`src/rtl/fetch_pkg.sv`:
```
// Shared types and defaults for the instruction-fetch sequencer.
package fetch_pkg;

    localparam int          FETCH_ADDR_W   = 16;
    localparam int          FETCH_DATA_W   = 16;
    localparam int unsigned FETCH_RESET_PC = 0;

    typedef enum logic [1:0] {
        IDLE,
        FETCH,
        DONE,
        HALTED
    } fetch_state_t;

    // One prefetch-buffer slot: the word and the address it came from.
    typedef struct packed {
        logic [FETCH_ADDR_W-1:0] pc;
        logic [FETCH_DATA_W-1:0] word;
    } fetch_entry_t;

endpackage

```
`src/rtl/fetch_sequencer_if.sv`:
```
// Fetch sequencer signal bundle: memory port, decode handshake,
// control requests and status.
interface fetch_sequencer_if
    import fetch_pkg::*;
#(
    parameter int ADDR_W = FETCH_ADDR_W,
    parameter int DATA_W = FETCH_DATA_W
);
    logic              start;
    logic [ADDR_W-1:0] imem_addr;
    logic [DATA_W-1:0] imem_data;
    logic [DATA_W-1:0] inst;
    logic [ADDR_W-1:0] inst_pc;
    logic              inst_valid;
    logic              inst_ready;
    logic              redirect_valid;
    logic [ADDR_W-1:0] redirect_pc;
    logic              halt_req;
    logic              busy;
    logic              done;
    logic              halted;

    // Sequencer side.
    modport master (
        input  start, imem_data, inst_ready, redirect_valid, redirect_pc, halt_req,
        output imem_addr, inst, inst_pc, inst_valid, busy, done, halted
    );

    // Environment side: memory, decode and control.
    modport slave (
        output start, imem_data, inst_ready, redirect_valid, redirect_pc, halt_req,
        input  imem_addr, inst, inst_pc, inst_valid, busy, done, halted
    );
endinterface

```
`src/rtl/fetch_fifo.sv`:
```
// Small synchronous FIFO for the prefetch buffer. Flush wins over push/pop.
// Head reads as zero when empty so downstream sees clean outputs.
module fetch_fifo
    import fetch_pkg::*;
#(
    parameter int  BUF_DEPTH = 2,
    parameter type entry_t   = fetch_entry_t,
    localparam int PTR_W     = $clog2(BUF_DEPTH),
    localparam int CNT_W     = PTR_W + 1
) (
    input  logic             clk,
    input  logic             rst_n,
    input  logic             i_push,
    input  logic             i_pop,
    input  logic             i_flush,
    input  entry_t           i_din,
    output logic [CNT_W-1:0] o_count,
    output entry_t           o_head
);

    entry_t           r_mem [BUF_DEPTH];
    logic [PTR_W-1:0] r_rd_ptr;
    logic [PTR_W-1:0] r_wr_ptr;
    logic [CNT_W-1:0] r_count;
    logic             w_wr;
    logic             w_rd;

    assign w_wr = i_push && !i_flush;
    assign w_rd = i_pop  && !i_flush;

    // Storage needs no reset: the head is masked while the FIFO is empty.
    always_ff @(posedge clk) begin
        if (w_wr) r_mem[r_wr_ptr] <= i_din;
    end

    // Pointers wrap naturally because the depth is a power of two.
    always_ff @(posedge clk or negedge rst_n) begin
        if (!rst_n) begin
            r_rd_ptr <= '0;
            r_wr_ptr <= '0;
            r_count  <= '0;
        end else if (i_flush) begin
            r_rd_ptr <= '0;
            r_wr_ptr <= '0;
            r_count  <= '0;
        end else begin
            if (w_wr) r_wr_ptr <= r_wr_ptr + PTR_W'(1);
            if (w_rd) r_rd_ptr <= r_rd_ptr + PTR_W'(1);
            case ({w_wr, w_rd})
                2'b10:   r_count <= r_count + CNT_W'(1);
                2'b01:   r_count <= r_count - CNT_W'(1);
                default: r_count <= r_count;
            endcase
        end
    end

    assign o_count = r_count;
    assign o_head  = (r_count != '0) ? r_mem[r_rd_ptr] : '0;

    a_no_overflow: assert property (@(posedge clk) disable iff (!rst_n)
        !(w_wr && !w_rd && r_count == CNT_W'(BUF_DEPTH)));
    a_no_underflow: assert property (@(posedge clk) disable iff (!rst_n)
        !(w_rd && r_count == '0));

endmodule

```
`src/rtl/fetch_sequencer.sv`:
```
// Instruction-fetch controller: walks the PC through instruction memory,
// buffers returned words and hands them to decode with valid/ready.
// Priority of requests: start > halt_req > redirect_valid > normal fetch.
module fetch_sequencer
    import fetch_pkg::*;
#(
    parameter int          ADDR_W    = FETCH_ADDR_W,
    parameter int          DATA_W    = FETCH_DATA_W,
    parameter int          PROG_LEN  = 25,
    parameter int unsigned RESET_PC  = FETCH_RESET_PC,
    parameter int          BUF_DEPTH = 2
) (
    input  logic               clk,
    input  logic               rst_n,
    fetch_sequencer_if.master  bus
);

    localparam int CNT_W = $clog2(BUF_DEPTH) + 1;

    typedef struct packed {
        logic [ADDR_W-1:0] pc;
        logic [DATA_W-1:0] word;
    } entry_t;

    fetch_state_t      r_state;
    fetch_state_t      w_state_nxt;
    logic [ADDR_W-1:0] r_fetch_pc;
    logic [ADDR_W-1:0] w_fetch_pc_nxt;
    logic              w_push;
    logic              w_pop;
    logic              w_flush;
    logic [CNT_W-1:0]  w_count;
    logic              w_valid;
    logic              w_in_prog;
    logic              w_has_room;
    entry_t            w_din;
    entry_t            w_head;

    assign w_valid    = (w_count != '0);
    assign w_pop      = w_valid && bus.inst_ready;
    assign w_in_prog  = (r_fetch_pc < ADDR_W'(PROG_LEN));
    assign w_has_room = (w_count < CNT_W'(BUF_DEPTH));
    assign w_din      = '{pc: r_fetch_pc, word: bus.imem_data};

    // State and PC registers.
    always_ff @(posedge clk or negedge rst_n) begin
        if (!rst_n) begin
            r_state    <= IDLE;
            r_fetch_pc <= ADDR_W'(RESET_PC);
        end else begin
            r_state    <= w_state_nxt;
            r_fetch_pc <= w_fetch_pc_nxt;
        end
    end

    // Next state, next PC and buffer control, in request priority order.
    always_comb begin
        w_state_nxt    = r_state;
        w_fetch_pc_nxt = r_fetch_pc;
        w_push         = 1'b0;
        w_flush        = 1'b0;
        if (bus.start) begin
            w_state_nxt    = FETCH;
            w_fetch_pc_nxt = ADDR_W'(RESET_PC);
            w_flush        = 1'b1;
        end else begin
            case (r_state)
                IDLE: begin
                    w_fetch_pc_nxt = ADDR_W'(RESET_PC);
                    w_flush        = 1'b1;
                end
                FETCH, DONE: begin
                    if (bus.halt_req) begin
                        w_state_nxt = HALTED;
                        w_flush     = 1'b1;
                    end else if (bus.redirect_valid) begin
                        // Out-of-range targets fall through to DONE next cycle.
                        w_state_nxt    = FETCH;
                        w_fetch_pc_nxt = bus.redirect_pc;
                        w_flush        = 1'b1;
                    end else if (r_state == FETCH) begin
                        if (w_in_prog && (w_has_room || w_pop)) begin
                            w_push         = 1'b1;
                            w_fetch_pc_nxt = r_fetch_pc + ADDR_W'(1);
                        end else if (!w_in_prog && w_count == '0) begin
                            w_state_nxt = DONE;
                        end
                    end
                end
                default: ;
            endcase
        end
    end

    fetch_fifo #(
        .BUF_DEPTH (BUF_DEPTH),
        .entry_t   (entry_t)
    ) u_fifo (
        .clk     (clk),
        .rst_n   (rst_n),
        .i_push  (w_push),
        .i_pop   (w_pop),
        .i_flush (w_flush),
        .i_din   (w_din),
        .o_count (w_count),
        .o_head  (w_head)
    );

    assign bus.imem_addr  = r_fetch_pc;
    assign bus.inst       = w_head.word;
    assign bus.inst_pc    = w_head.pc;
    assign bus.inst_valid = w_valid;
    assign bus.busy       = (r_state == FETCH);
    assign bus.done       = (r_state == DONE);
    assign bus.halted     = (r_state == HALTED);

endmodule
```
`src/flat_wrapper.sv`:
```
// flat-port wrapper written by rule: the top's interface ports become plain ports
module fetch_sequencer_flat import fetch_pkg::*;
#(
    parameter int          ADDR_W    = FETCH_ADDR_W,
    parameter int          DATA_W    = FETCH_DATA_W,
    parameter int          PROG_LEN  = 25,
    parameter int unsigned RESET_PC  = FETCH_RESET_PC,
    parameter int          BUF_DEPTH = 2
)
  (clk, rst_n, bus_start, bus_imem_data, bus_inst_ready, bus_redirect_valid, bus_redirect_pc, bus_halt_req, bus_imem_addr, bus_inst, bus_inst_pc, bus_inst_valid, bus_busy, bus_done, bus_halted);
  fetch_sequencer_if #(.ADDR_W(ADDR_W), .DATA_W(DATA_W)) bus_i ();
  input  logic clk;
  input  logic rst_n;
  input wire logic [$bits(bus_i.start)-1:0] bus_start;
  input wire logic [$bits(bus_i.imem_data)-1:0] bus_imem_data;
  input wire logic [$bits(bus_i.inst_ready)-1:0] bus_inst_ready;
  input wire logic [$bits(bus_i.redirect_valid)-1:0] bus_redirect_valid;
  input wire logic [$bits(bus_i.redirect_pc)-1:0] bus_redirect_pc;
  input wire logic [$bits(bus_i.halt_req)-1:0] bus_halt_req;
  output wire logic [$bits(bus_i.imem_addr)-1:0] bus_imem_addr;
  output wire logic [$bits(bus_i.inst)-1:0] bus_inst;
  output wire logic [$bits(bus_i.inst_pc)-1:0] bus_inst_pc;
  output wire logic [$bits(bus_i.inst_valid)-1:0] bus_inst_valid;
  output wire logic [$bits(bus_i.busy)-1:0] bus_busy;
  output wire logic [$bits(bus_i.done)-1:0] bus_done;
  output wire logic [$bits(bus_i.halted)-1:0] bus_halted;
  assign bus_i.start = bus_start;
  assign bus_i.imem_data = bus_imem_data;
  assign bus_i.inst_ready = bus_inst_ready;
  assign bus_i.redirect_valid = bus_redirect_valid;
  assign bus_i.redirect_pc = bus_redirect_pc;
  assign bus_i.halt_req = bus_halt_req;
  assign bus_imem_addr = bus_i.imem_addr;
  assign bus_inst = bus_i.inst;
  assign bus_inst_pc = bus_i.inst_pc;
  assign bus_inst_valid = bus_i.inst_valid;
  assign bus_busy = bus_i.busy;
  assign bus_done = bus_i.done;
  assign bus_halted = bus_i.halted;
  fetch_sequencer #(.ADDR_W(ADDR_W), .DATA_W(DATA_W), .PROG_LEN(PROG_LEN), .RESET_PC(RESET_PC), .BUF_DEPTH(BUF_DEPTH)) u_core (.clk(clk), .rst_n(rst_n), .bus(bus_i));
endmodule
```
`config.mk`:
```
export PLATFORM = sky130hd
export DESIGN_NAME = fetch_sequencer_flat
export DESIGN_NICKNAME = d
export VERILOG_FILES = /design/src/rtl/fetch_pkg.sv /design/src/rtl/fetch_sequencer_if.sv /design/src/rtl/fetch_fifo.sv /design/src/rtl/fetch_sequencer.sv /design/src/flat_wrapper.sv
export SDC_FILE = /design/constraint.sdc
export NUM_CORES = 1
export LEC_CHECK = 0
export CAP_MARGIN = 10
export CORE_AREA = 5 5 144 77
export CTS_CLUSTER_SIZE = 24
export DETAILED_ROUTE_END_ITERATION = 12
export DIE_AREA = 0 0 149 82
export GPL_ROUTABILITY_DRIVEN = 0
export PLACE_DENSITY_LB_ADDON = 0.3
export RECOVER_POWER = 50
export SLEW_MARGIN = 20
export SYNTH_ARGS = -nofsm -noshare
export SYNTH_HDL_FRONTEND = slang
export SYNTH_SLANG_ARGS = --single-unit
```
`constraint.sdc`:
```
create_clock -name clk -period 5 [get_ports clk]
set_input_delay 1 -clock clk [delete_from_list [all_inputs] [get_ports clk]]
set_output_delay 1 -clock clk [all_outputs]
set_load 0.05 [all_outputs]
```
# Word-level counts from Yosys, hierarchy flattened
# Memory sizes are Yosys's and may differ from the RTL's.
# Index checks and enable logic that the tools add are counted.
# Widths: inputs -> output; s select.
dict set report totals {
  inputBits 38
  elab_cells 75
  latchBits 0
  n_memories 1
  ram_bits 64
  output_inout_bits 52
  romBits 0
  reg_bits 22
}
dict set report op_classes {
  order_cmp 2
  multipliers 0
  n_addsub 5
  eq_ne 9
  muxes 32
  shift 0
  div 0
  reduce_logical 21
  bitwise_logic 0
}
# memory words width read_ports rd_ports_with_merged_regs wr line_no
set mem_list {}
lappend mem_list {u_core.u_fifo.r_mem 2 32 1 0 1 fetch_fifo.sv:21} ;# entry_t r_mem [BUF_DEPTH];
# op n
set op_table {}
lappend op_table {{$mux 16} 5}
lappend op_table {{$mux 32} 1}
lappend op_table {{$pmux 16 s2} 1}
lappend op_table {{$add 16x1->16 const B} 1}
lappend op_table {{$lt 16x5->1 const B} 1}
lappend op_table {{$mux 2} 8}
lappend op_table {{$mux 1} 15}
lappend op_table {{$ne 4x4->1 const B} 2}
lappend op_table {{$reduce_and 4->1} 2}
lappend op_table {{$reduce_bool 2->1} 4}
lappend op_table {{$reduce_bool 4->1} 2}
lappend op_table {{$eq 2x2->1 const B} 3}
lappend op_table {{$reduce_bool 3->1} 2}
lappend op_table {{$logic_and 1x1->1} 5}
lappend op_table {{$eq 2x1->1 const B} 2}
lappend op_table {{$logic_not 2->1} 2}
lappend op_table {{$ne 4x3->1 const B} 1}
lappend op_table {{$pmux 2 s2} 1}
lappend op_table {{$ne 3x3->1 const B} 1}
lappend op_table {{$add 1x1->1 const B} 2}
lappend op_table {{$add 2x1->2 const B} 1}
lappend op_table {{$logic_not 1->1} 2}
lappend op_table {{$lt 2x2->1 const B} 1}
lappend op_table {{$pmux 1 s2} 1}
lappend op_table {{3 further kinds} 3}

# Longest topological paths before layout
# Gate-level depths: netlist (run 1).
dict set report depth {
  ltp_word 14
  ltp_mapped 8
  depth_no_buf 7
}

# Cells and area by module
# Synthesis (run 1) repeated with hierarchy kept, for this count alone.
dict set report unflattened {
  cells_unflattened 286
  hier_area_um2 3873.7
}
# module area_each_um2 seq_area_each_um2 n_inst cells_each
set modules_own_cells {}
lappend modules_own_cells {fetch_fifo 2638.8 2021.9 1 155}
lappend modules_own_cells {fetch_sequencer 1234.9 450.4 1 131}

# Worst setup path after synthesis (run 1)
# No wires, ideal clock.
dict set report synth_timing {
  path_kind {input -> register}
  from {in bus_redirect_valid}
  to {mem u_core.u_fifo.r_mem[0][0] (netlist name) (enable)}
  path_buffers 0
  required_time_ns 4.579
  setup_ns 0.421
  slack_ns 1.075
  stages 5
  arrival_time_ns 3.504
  cell_sequence {or3b_1 or3b_1 nor3_4 nand2_1 nor2_1}
}
dict set report synth_between {
  elab_chain_cells 8
  word_cells_on_any_way 12
  cone_classes {mux (10); reduce/logical (2)}
}
# element line_no
set synth_rtl {}
lappend synth_rtl {{start: declaration} flat_wrapper.sv:17} ;# input wire logic [$bits(bus_i.redirect_valid)-1:0] bus_redirect_valid;
lappend synth_rtl {{$mux 1} fetch_sequencer.sv:76} ;# end else if (bus.redirect_valid) begin
lappend synth_rtl {{$mux 1} fetch_sequencer.sv:73} ;# if (bus.halt_req) begin
lappend synth_rtl {{$pmux 1 s2} fetch_sequencer.sv:67} ;# case (r_state)
lappend synth_rtl {{$mux 1} fetch_sequencer.sv:62} ;# if (bus.start) begin
lappend synth_rtl {{$logic_not 1->1} fetch_fifo.sv:28} ;# assign w_wr = i_push && !i_flush;
lappend synth_rtl {{$logic_and 1x1->1 *} fetch_fifo.sv:28}
lappend synth_rtl {{$mux 1 *} fetch_fifo.sv:33} ;# if (w_wr) r_mem[r_wr_ptr] <= i_din;
lappend synth_rtl {{$mux 1 (implied by the code) *} fetch_fifo.sv:33}
lappend synth_rtl {{end: declaration} fetch_fifo.sv:21}
# Every way passes the cells marked *; elsewhere a longest branch is shown, timed or not.

# Worst setup path after layout (run 1)
dict set report layout_timing {
  from {in bus_redirect_valid}
  to {mem u_core.u_fifo.r_mem[0][15] (netlist name) (enable)}
}
# Same word-level chain as after synthesis.

==> results.yml, run 1 <==
clocking:
  hold_buffers: 0
  cts_setup_buffers: 0
  cts_resized: 0
  htree_levels: 3
  cts_made_buffers: 9
  worstSkewPairLatency_ps: 340
  cts_tree: "yes"
  ctsLongestPathBuffers: 2
  cts_root_buffer: "clkbuf_16"
  path_clk_slew_ps: 60
  cts.sinks: 86
worst_setup_path:
  path_buf_inv: 3
  startpoint: "bus_redirect_valid"
  crit_chain: "dlygate4sd3_1 > clkbuf_1 > or3b_1 > or3b_1 > nor3_4 > nand2_1 > nor2_4 > buf_4"
  r2r-end: "u_core.u_fifo.r_mem[0][15]$_DFFE_PP_"
  rrSetupSlack_ps: 1820
  path_depth: 8
  cp.arrival_ps: 4130
  worst-path-max-fanout: 25
  path_class: "in -> reg"
  cp_top_family: "simple AND/OR/NAND/NOR gates"
  required_ps: 5020
  endpoint: "u_core.u_fifo.r_mem[0][15]$_DFFE_PP_"
  slowest_delay_ps: 590
  timing.rr.start: "u_core.r_state[0]$_DFFE_PN0P_"
  crit_top_cell: "or3b_1"
  ff2ff_path_depth: 8
  start_kind: "primary input"
  endpoint_kind: "register"
  cp_slowest_cell: "or3b_1"
sta:
  setup_viol: 0
  relSlewSlack: 0.172
  worst_pin_slew_ps: 1240
  fin_crit_ps: 4110
  maxSlewViolCount: 0
  finalCritPeriodShare: 0.822
  tns_ps: 0
  worst_slack_ps: 889
  fmax_mhz: 243
  hold_viol: 0
  finClkSkew_ps: 6.50
  rsz0062_at_grt: "no"
synthesis:
  yosysWarnings: 0
  yosysTopAreaCellShare: 0.509
  synth_area_um2: 3780
  syn_inst: 288
  yosys-top-cells-area: "edfxtp_1, dfrtp_1, mux2i_1"
  ys_ff_latch: 86
  synth_area_leader_cell: "edfxtp_1"
  avgSynthCellArea_um2: 13.1
  syn_nets: 332
  synthFlopType: "edfxtp_1"
  synth.distinct_cells: 40
  async_reset_ff_frac: 0.256
  synth_edf_count: 64
  yosysSeqAreaShare: 0.655
power:
  total_leakage_power_nw: 1.81
  power_frac_comb: 0.328
  p_sw_frac: 0.368
  pwr-share-clk: 0.264
  vdd_ir_drop_max_uv: 232
  p_sw_w: 0.000836
  pwr_density_cell_nw_per_um2: 445
  p_seq_frac: 0.408
  p_int_w: 0.00144
  finalPower_w: 0.00227
flow_run:
  drv_cap: 0
place:
  portBuffers: 89
  dp_slack_ps: 1020
  hpwl_um: 6530
detailed_routing:
  post_drt_wl_per_cell_um: 17.3
  ant_nets: 0
  via_per_inst: 4.92
  drtIter0Drc: 183
  drt-total-wl_um: 9090
  drt_pass1_iterations: 4
  drcViolationCount: 0
  num_vias: 2593
die:
  die_x_um: 149
  ioPinCount: 90
  fp-row-count: 26
  dieArea_um2: 12200
  die_h_um: 82
  design.core.area_um2: 9820
  initial_utilization: 0.384
min_path:
  hold_class: "reg -> reg"
global_routing:
  antenna_found_initial: 0
  grt_pass1_vias: 2562
  grt_max_degree: 34
  grt_pass1_wl_um: 14500
  grt_overflow: 0
  track_usage: 0.158
layout:
  synthToLayoutAreaGrowth_pct: 35.2
  diodes: 0
  finalNetCount: 426
  drive_gt1_frac: 0.0698
  fill_cells: 854
outcome:
  run_status: "finished clean"
==> final cells by class <==
type,count,area [um^2],area share
flip-flops and latches,86,2470,0.484
clock buffers,11,233,0.0456
repair buffers,94,918,0.180
well taps,140,175,0.0343
multi-input cells,180,1230,0.241
clock inverters,5,33.8,0.00662
inverters,11,41.3,0.00809
==> logic make-up after synthesis <==
logic type      synth area share
fa+ha+maj                 0.0199
simple gates               0.129
flops                      0.655
xor+xnor                 0.00928
mux                       0.0944
compound gates            0.0706
buf+inv                   0.0222
==> layer usage <==
layer / GRT usage / vias to the layer above / part of all wire
li1: - / 1251 / -
met1: 0.231 / 1239 / 0.50
met2: 0.219 / 92 / 0.41
met3: 0.0612 / 11 / 0.080
met4: 0.0384 / 0 / 0.0084
met5: 0 / - / 0
==> cells in the mapped netlist, drive strengths merged (4+ instances only) <==
master	count
edfxtp	64
nor2	42
mux2i	33
dfrtp	22
nand2	21
inv	11
clkbuf	10
o21ai	10
a21oi	8
nor3	7
ha	6
nand3	6
nand4	6
nor4	5
nor2b	4
==> power by group through the flow <==
stage	logic, W	registers, W	clock network, W
after global placement	0.000744	0.000940	0
after detailed placement	0.000758	0.000943	0
after CTS	0.000762	0.000928	0.000615
final	0.000745	0.000927	0.000601
after floorplan	0.000415	0.00102	0
after global routing	0.000800	0.000938	0.000653
==> sequential cells by signal, summed over array words and instances (netlist names) <==
signal                  cells
u_core.u_fifo.r_wr_ptr      1
u_core.u_fifo.r_mem        64
u_core.r_state              2
u_core.u_fifo.r_rd_ptr      1
u_core.u_fifo.o_count       2
u_core.bus.imem_addr       16
==> layout by cell type (no fill, tap or decap), types with 8 or more instances in the layout <==
cell type,n
inv_1,11
clkdlybuf4s50_1,60
dfrtp_1,21
dlygate4sd3_1,28
nand2_1,21
nor2_1,40
a21oi_1,8
mux2i_1,33
o21ai_0,10
clkbuf_16,9
edfxtp_1,64
==> worst reg2reg max path, cell delays in order, from the launching register on <==
cell	delay (ps)
dfrtp_1	400
inv_1	80
ha_1	370
or3b_1	440
or3b_1	500
nor3_4	240
nand2_1	130
nor2_4	340
buf_4	350
==> stage by stage <==
| stage | hold slack, ps | instances | instance area, um^2 | util |
|---|---|---|---|---|
| after floorplan | 504 | 288 | 3780 | - |
| after global placement | 552 | 511 | 4850 | 0.494 |
| after detailed placement | 556 | 511 | 4850 | 0.494 |
| after CTS | 574 | 527 | 5120 | 0.521 |
| after global routing | 603 | 527 | 5110 | 0.520 |
| final | 570 | 527 | 5110 | 0.520 |
==> worst min path at each step <==
stage	from	endpoint	slack (ps)	depth (start not counted)
global route	u_core.r_state[0]$_DFFE_PN0P_	u_core.r_state[0]$_DFFE_PN0P_	600	1
global placement	u_core.u_fifo.o_count[1]$_DFFE_PN0P_	u_core.u_fifo.o_count[1]$_DFFE_PN0P_	550	2
finish	u_core.r_state[0]$_DFFE_PN0P_	u_core.r_state[0]$_DFFE_PN0P_	570	1
detailed placement	u_core.r_state[0]$_DFFE_PN0P_	u_core.r_state[0]$_DFFE_PN0P_	560	1
CTS	u_core.u_fifo.o_count[1]$_DFFE_PN0P_	u_core.u_fifo.o_count[1]$_DFFE_PN0P_	570	2
floorplan	u_core.u_fifo.o_count[1]$_DFFE_PN0P_	u_core.u_fifo.o_count[1]$_DFFE_PN0P_	500	2
Power figures use the tool's default switching activity.
==> inputs of run 2 (changes only) <==
==> constraint.sdc (replaced) <==
create_clock -name clk -period 3.4 [get_ports clk]
set_input_delay 0.68 -clock clk [delete_from_list [all_inputs] [get_ports clk]]
set_output_delay 0.68 -clock clk [all_outputs]
set_load 0.05 [all_outputs]
==> run 2 against run 1 <==
Compared with the run above: non-clock buffer count rose by 7; clock skew rose by 1.0 ps; utilization rose by 0.64 points; final cell count rose by 1.5%; clock power rose by 50%; critical path depth fell by 4; largest cell class unchanged; critical path type is now reg -> out.
==> results.yml, run 2 (synthesized netlist as in run 1, its figures left out) <==
place:
  dpl_cell_area_um2: 4920
  hpwl_um: 6790
  portBuffers: 89
  dp_cells: 518
clocking:
  path_clk_slew_ps: 60
  hold_buffers: 0
  ctsLongestPathBuffers: 2
  cts_resized: 0
  cts_made_buffers: 9
  cts_root_buffer: "clkbuf_16"
  worstSkewPairLatency_ps: 340
  htree_levels: 3
  cts.sinks: 86
  cts_setup_buffers: 0
  cts_tree: "yes"
worst_setup_path:
  path_buf_inv: 2
  worst-path-max-fanout: 17
  endpoint_kind: "output pin"
  start_kind: "register"
  cp_slowest_cell: "clkdlybuf4s50_1"
  cp.arrival_ps: 2380
  required_ps: 2720
  path_class: "reg -> out"
  cp_top_family: "buffers and inverters"
  slowest_delay_ps: 840
  crit_chain: "buf_12 > mux2i_1 > nor2_1 > clkdlybuf4s50_1"
power:
  vdd_ir_drop_max_uv: 424
  pwr_density_cell_nw_per_um2: 649
  total_leakage_power_nw: 1.86
layout:
  synthToLayoutAreaGrowth_pct: 36.8
  finalNetCount: 433
  regMostFlops: "u_core.u_fifo.r_mem"
  multi_input_area_um2: 1210
  post-route-util: 0.526
  design_area_um2: 5170
  drive_gt1_frac: 0.0888
  final_common_cell: "edfxtp_1"
  regArea_um2: 2470
  fill_cells: 841
  most-common-layout-cells: "edfxtp_1, clkdlybuf4s50_1, nor2_1"
  stdcell_count: 535
  largest_reg_flops: 64
detailed_routing:
  ant_nets: 0
  drt_pass1_iterations: 4
  post_drt_wl_per_cell_um: 17.6
  via_per_inst: 4.97
  num_vias: 2658
  drtIter0Drc: 159
  drcViolationCount: 0
  drt-total-wl_um: 9420
sta:
  relSlewSlack: 0.148
  fin_crit_ps: 3060
  tns_ps: 0
  setup_viol: 0
  worst_pin_slew_ps: 1280
  finalCritPeriodShare: 0.901
  maxSlewViolCount: 0
  fmax_mhz: 326
  finClkSkew_ps: 7.52
  hold_viol: 0
  rsz0062_at_grt: "no"
die:
  design.core.area_um2: 9820
  fp-row-count: 26
  ioPinCount: 90
  initial_utilization: 0.384
  dieArea_um2: 12200
  die_h_um: 82
  die_x_um: 149
global_routing:
  grt_overflow: 0
  antenna_found_initial: 0
  track_usage: 0.160
  grt_pass1_vias: 2592
  grt_max_degree: 25
  grt_pass1_wl_um: 14500
min_path:
  hold_class: "reg -> reg"
outcome:
  run_status: "finished clean"
flow_run:
  drv_cap: 0
-- run 2: cell count changes in the layout (fill, tap and decap cells not counted), sizes merged --
cell and change:
clkbuf -1, clkdlybuf4s50 -4, dlygate4sd3 +5, clkinv +1, diode +1, buf +6
-- run 2: per-stage QoR --
stage          power [W]  setup WS, ps  hold slack (ps)
5_1_grt          0.00351           213              587
4_1_cts          0.00343           316              564
2_1_floorplan    0.00211           260              384
3_5_place_dp     0.00252           247              541
6_report         0.00336           336              556
3_3_place_gp     0.00250           314              541
-- run 2: layout make-up --
class,count,area share
flip-flops and latches,86,0.479
multi-input cells,180,0.235
repair buffers,101,0.191
clock buffers,10,0.0443
well taps,140,0.0339
clock inverters,6,0.00896
inverters,11,0.00799
diodes,1,0.000484
-- run 2: path summary, 6_finish.rpt --
| path | slack [ps] | to | cells after the start | from |
|---|---|---|---|---|
| max | 340 | bus_inst_pc[1] | 4 | u_core.u_fifo.r_rd_ptr$_DFFE_PN0P_ |
| min in group asynchronous | 1140 | u_core.bus.imem_addr[12]$_DFFE_PN0P_ | 2 | rst_n |
| max reg2reg | 570 | u_core.u_fifo.r_mem[0][2]$_DFFE_PP_ | 8 | u_core.r_state[0]$_DFFE_PN0P_ |
| max in group asynchronous | 1410 | u_core.u_fifo.r_rd_ptr$_DFFE_PN0P_ | 2 | rst_n |
| min | 560 | u_core.r_state[0]$_DFFE_PN0P_ | 1 | u_core.r_state[0]$_DFFE_PN0P_ |
| min reg2reg | 560 | u_core.r_state[0]$_DFFE_PN0P_ | 1 | u_core.r_state[0]$_DFFE_PN0P_ |
-- run 2: layer usage --
metal / part of all wire / global-route usage / vias up
met5: 0 / 0 / -
met4: 0.0068 / 0.0466 / 0
met3: 0.10 / 0.0601 / 7
met2: 0.42 / 0.224 / 114
li1: - / - / 1270
met1: 0.47 / 0.230 / 1267
-- run 2: power by group --
part	total [W]	internal [W]	switching (W)
sequential	0.00137	0.00123	0.000137
clock	0.000900	0.000501	0.000399
combinational	0.00109	0.000385	0.000705
total	0.00336	0.00211	0.00124
